`config.mk`:
```
export PLATFORM = sky130hd
export DESIGN_NAME = fetch_stage
export DESIGN_NICKNAME = d
export VERILOG_FILES = /design/src/rtl/cpu_types_pkg.sv /design/src/rtl/fetch_if.sv /design/src/rtl/fetch_skid.sv /design/src/rtl/fetch_stage.sv
export SDC_FILE = /design/constraint.sdc
export NUM_CORES = 1
export LEC_CHECK = 0
export ABC_AREA = 1
export CAP_MARGIN = 40
export CORE_MARGIN = 1.5
export CORE_UTILIZATION = 52
export CTS_CLUSTER_DIAMETER = 100
export CTS_CLUSTER_SIZE = 30
export DETAILED_ROUTE_END_ITERATION = 16
export PLACE_DENSITY = 0.8
export SLEW_MARGIN = 15
export SYNTH_ARGS = -nofsm -noshare
export SYNTH_HDL_FRONTEND = slang
export SYNTH_SLANG_ARGS = --single-unit
```
`constraint.sdc`:
```
create_clock -name CLK -period 2.27 [get_ports CLK]
set_clock_uncertainty 0.05 [all_clocks]
set_input_delay 0.454 -clock CLK [delete_from_list [all_inputs] [get_ports CLK]]
set_output_delay 0.454 -clock CLK [all_outputs]
set_load 0.02 [all_outputs]
```
`src/rtl/cpu_types_pkg.sv`:
```
// Shared datapath types for the pipeline stages: word type, fetch FSM states,
// IF/ID update selector and the skid-buffer entry layout.
package cpu_types_pkg;

    localparam int unsigned WORD_W = 32;

    typedef logic [WORD_W-1:0] word_t;

    localparam word_t NOP_INSTR = 32'h0000_0000;

    typedef enum logic [1:0] {
        RUN  = 2'd0,
        HOLD = 2'd1,
        HALT = 2'd2
    } fetch_state_t;

    typedef enum logic [1:0] {
        IFID_HOLD   = 2'd0,
        IFID_FETCH  = 2'd1,
        IFID_SKID   = 2'd2,
        IFID_BUBBLE = 2'd3
    } ifid_op_t;

    typedef struct packed {
        word_t instr;
        word_t npc;
        word_t pc;
    } fetch_entry_t;

endpackage

```
`src/rtl/fetch_if.sv`:
```
// IF/ID pipeline register contents as seen by the fetch stage and by observers.
interface fetch_if;
    import cpu_types_pkg::*;

    word_t instr;
    word_t npc;
    word_t pc;
    logic  valid;

    modport fs (output instr, npc, pc, valid);
    modport tb (input  instr, npc, pc, valid);
endinterface

```
`src/rtl/fetch_skid.sv`:
```
// One-entry buffer catching an icache hit that decode cannot accept yet.
module fetch_skid
    import cpu_types_pkg::*;
(
    input  logic         clk,
    input  logic         rst_n,
    input  logic         load,
    input  logic         clear,
    input  fetch_entry_t d,
    output fetch_entry_t q,
    output logic         full
);

    always_ff @(posedge clk or negedge rst_n) begin
        if (!rst_n) begin
            q    <= '0;
            full <= 1'b0;
        end else if (clear) begin
            full <= 1'b0;
        end else if (load) begin
            q    <= d;
            full <= 1'b1;
        end
    end

endmodule

```
`src/rtl/fetch_stage.sv`:
```
// Instruction-fetch stage: PC, icache request, IF/ID register with skid buffer,
// redirect handling and halt shutdown.
module fetch_stage
    import cpu_types_pkg::*;
#(
    parameter word_t PC_INIT = 32'h0000_0000
) (
    input  logic  CLK,
    input  logic  nRST,
    input  logic  ihit,
    input  word_t imemload,
    output logic  imemREN,
    output word_t imemaddr,
    input  logic  stall_id,
    input  logic  redirect,
    input  word_t redirect_pc,
    input  logic  halt_in,
    output word_t instr_out,
    output word_t npc_out,
    output word_t pc_out,
    output logic  valid_out,
    output logic  halted
);

    fetch_state_t state, state_next;
    word_t        pc, pc_next, pc_plus4;
    ifid_op_t     ifid_op;
    logic         skid_load, skid_clear, skid_full;
    fetch_entry_t skid_d, skid_q;

    fetch_if ifid ();

    assign pc_plus4 = pc + 32'd4;
    assign skid_d   = '{instr: imemload, npc: pc_plus4, pc: pc};

    fetch_skid u_skid (
        .clk   (CLK),
        .rst_n (nRST),
        .load  (skid_load),
        .clear (skid_clear),
        .d     (skid_d),
        .q     (skid_q),
        .full  (skid_full)
    );

    // Next-state, PC and IF/ID control; halt beats redirect beats normal flow.
    always_comb begin
        state_next = state;
        pc_next    = pc;
        ifid_op    = IFID_HOLD;
        skid_load  = 1'b0;
        skid_clear = 1'b0;
        if (state != HALT) begin
            if (halt_in) begin
                ifid_op    = IFID_BUBBLE;
                skid_clear = 1'b1;
                state_next = HALT;
            end else if (redirect) begin
                pc_next    = {redirect_pc[31:2], 2'b00};
                ifid_op    = IFID_BUBBLE;
                skid_clear = 1'b1;
                state_next = RUN;
            end else if (state == RUN) begin
                if (ihit) begin
                    pc_next = pc_plus4;
                    if (stall_id) begin
                        skid_load  = 1'b1;
                        state_next = HOLD;
                    end else begin
                        ifid_op = IFID_FETCH;
                    end
                end else if (!stall_id) begin
                    ifid_op = IFID_BUBBLE;
                end
            end else if (!stall_id) begin
                ifid_op    = IFID_SKID;
                skid_clear = 1'b1;
                state_next = RUN;
            end
        end
    end

    always_ff @(posedge CLK or negedge nRST) begin
        if (!nRST) begin
            state <= RUN;
            pc    <= PC_INIT;
        end else begin
            state <= state_next;
            pc    <= pc_next;
        end
    end

    // IF/ID pipeline register
    always_ff @(posedge CLK or negedge nRST) begin
        if (!nRST) begin
            ifid.instr <= NOP_INSTR;
            ifid.npc   <= '0;
            ifid.pc    <= '0;
            ifid.valid <= 1'b0;
        end else begin
            case (ifid_op)
                IFID_FETCH: begin
                    ifid.instr <= imemload;
                    ifid.npc   <= pc_plus4;
                    ifid.pc    <= pc;
                    ifid.valid <= 1'b1;
                end
                IFID_SKID: begin
                    ifid.instr <= skid_q.instr;
                    ifid.npc   <= skid_q.npc;
                    ifid.pc    <= skid_q.pc;
                    ifid.valid <= skid_full;
                end
                IFID_BUBBLE: begin
                    ifid.instr <= NOP_INSTR;
                    ifid.npc   <= '0;
                    ifid.pc    <= '0;
                    ifid.valid <= 1'b0;
                end
                default: ;
            endcase
        end
    end

    assign imemREN   = (state == RUN) && nRST;
    assign imemaddr  = pc;
    assign instr_out = ifid.instr;
    assign npc_out   = ifid.npc;
    assign pc_out    = ifid.pc;
    assign valid_out = ifid.valid;
    assign halted    = (state == HALT);

endmodule

```
==> impl_metrics.ini <==
[global_routing]
grt_pass1_wl_um = 47050
grt_pass1_vias = 9025
grt-ovfl-total = 0
grt_usage_pct = 29.48
grt_max_degree = 145
antenna_found_initial = 0

[yosys]
yosysSeqAreaShare_pct = 54.42
synth_common_cells = nand2_1 (411), dfrtp_1 (219), nor2_1 (198), a21oi_1 (111), o21ai_0 (90)
ys_warn_count = 0
ys_top_cells_by_area = dfrtp_1 (54%), nand2_1 (15%), nor2_1 (7.4%), a21oi_1 (5.5%), o21ai_0 (4.5%)
synth_top_area_share_pct = 54.42
postSynthAreaPerCell_um2 = 7.885
synth_area_leader_cell = dfrtp_1
post-synth-top-count-cell = nand2_1
async_reset_ff_share_pct = 100.0
synthesis.area_mm2 = 0.01007
synth_flop_cell = dfrtp_1
synthDistinctLibCells = 29
ys_seq_elements = 219
netlist_instances = 1277
synth_edf_count = 0

[pwr]
ir_drop_v = 0.0009631
power.density_mw_per_mm2 = 1364
total_power_mw = 17.50
leakagePower_nw = 5.850

[sta]
setup_ws_ns = 0.06836
setup-tns-final_ns = 0
fin_crit_sh_pct = 96.99
fmax_mhz = 454.2
holdWs_ns = 0.3312
fin_crit_ns = 2.202
maxSlewViolCount = 0
finalSetupViolations = 0
worstMarginPinSlew_ns = 0.7991
rsz0062_at_grt = no
finalHoldViolations = 0
relSlewSlack_pct = 46.72

[route]
routedWlPerCell_um = 17.14
ant_nets = 0
vias_per_cell = 5.504
vias = 9422
drt_iter0_drc = 814
first_pass_iters = 5
drc_errors = 0
wl_um = 29340

[worst_hold_path]
min_path_type = in2async

[status]
outcome = finished, final reports clean

[floorplan]
core_area_mm2 = 0.01883
die_w_um = 142.2
placementRows = 50
ioPinCount = 201
die-area_mm2 = 0.02021
start_util_pct = 53.48
die_y_um = 142.2

[layout]
drive_above_1_share_pct = 4.752
antenna-diode-count = 0
fin_util_pct = 68.14
nNetsFinal = 1524
finalInstanceArea_mm2 = 0.01283
syn_to_final_growth_pct = 27.42
final_cells = 1712

[worst_setup_path]
critPathRequiredTime_ns = 1.77
ff2ff_path_depth = 7
critPathKind = reg2out
critPathLaunchType = register
r2r-end = imemaddr[16]
critical-path-top-delay-family = buffers and inverters
cp-endpoint = imemaddr[24]
worst_setup_path_end_kind = primary output
cp-startpoint = imemaddr[24]
slowest_stage = clkdlybuf4s50_1
path_buf_inv = 1
path_depth = 1
slowest_delay_ns = 0.68
path_cells = clkdlybuf4s50_1
path_max_fanout = 7
cp_data_arrival_time_ns = 1.70
r2r_slack_ns = 0.18
rr_startpoint = imemaddr[3]

[placement]
dp.cells = 1698
pre_cts_slack_ns = -0.07069
place_area_mm2 = 0.01249
io_buffers = 196
routabilityCongestion = 0.9223
hpwl_um = 19780

[clock_network]
cts_tree = yes
cts.sinks = 219
numCtsBuffers = 11
worstSkewPairLatency_ns = 0.48
cts_buffer_depth = 3
htreeDepth = 1
clkTransAtPathRegs_ns = 0.12
post_cts_buffers = 0
root_buffer = clkbuf_16

[job]
maxCapViolCount = 0
[area by class of cell]
type | count | area [um2]
sequential | 219 | 5482
timing repair buffer | 237 | 2470
clock buffer | 11 | 275.3
clock inverter | 1 | 30.03
multi-input combinational | 934 | 4059
tap | 260 | 325.3
fill | 1556 | 6000
inverter | 50 | 190.2
[cells by family after synthesis]
family / synth area share, %
xor gates and xnor gates: 1.044
AOI/OAI and AO/OA: 14.45
and+or+nand+nor: 24.48
DFF: 54.42
other: 0.03724
adders and majority gates: 0.1242
buffers and inverters: 5.442
[worst reg2reg max path: stages, from the launching register on]
cell	delay, ns
dfrtp_1	0.41
ha_1	0.21
nand3_1	0.18
nor2_1	0.41
nand3_1	0.16
xor2_1	0.38
nand2_1	0.09
a21oi_1	0.15
[sequential cells by signal, summed over array words and instances (netlist names)]
register,count
u_skid.q,92
instr_out,32
npc_out,31
imemaddr,30
pc_out,30
state,2
u_skid.full,1
valid_out,1
[per-layer routing]
| metal | up-vias | routed length, um | part of all wire [%] | global-route usage [%] |
|---|---|---|---|---|
| met5 | - | 0 | 0 | 0 |
| met4 | 0 | 961 | 3.3 | 9.550 |
| met3 | 48 | 2541 | 8.7 | 4.071 |
| met2 | 436 | 14040 | 48 | 49.27 |
| met1 | 4492 | 11800 | 40 | 40.01 |
| li1 | 4446 | - | - | - |
[report_power, final]
| group | internal, mW | switching, mW |
|---|---|---|
| combinational | 3.44 | 4.86 |
| clock | 0.909 | 1.28 |
| sequential | 5.63 | 1.38 |
| total | 9.99 | 7.52 |
[placed cells by master, fill, tap and decap left out, types with 2 or more instances in the layout]
master	count
clkbuf_16	11
xor2_1	12
nand2_1	410
clkinv_2	2
buf_4	25
o21ai_0	90
o22ai_1	8
nor2_2	2
a31oi_1	30
dfrtp_1	218
o211ai_1	2
conb_1	2
buf_12	14
inv_1	43
clkdlybuf4s50_1	193
nor2_1	198
nand3_1	22
inv_2	4
o21ai_1	36
nand2_2	2
a21oi_1	111
[worst min-delay path by stage]
| stage | to | slack [ns] | cells after the start |
|---|---|---|---|
| floorplan | imemaddr[10] | 0.11 | 0 |
| global placement | u_skid.q[91] | 0.22 | 1 |
| detailed placement | pc_out[9] | 0.23 | 1 |
| CTS | pc_out[10] | 0.33 | 2 |
| global route | pc_out[10] | 0.35 | 2 |
| finish | pc_out[10] | 0.33 | 2 |
[timing repair]
action | 4_1_cts | 5_1_grt
resized for setup | 1 | 4
endpoints found under the setup margin | 1 | 3
hold buffers | 1 | 0
endpoints found under the hold margin | 10 | 0
No activity file was read; power rests on OpenSTA's default activity.
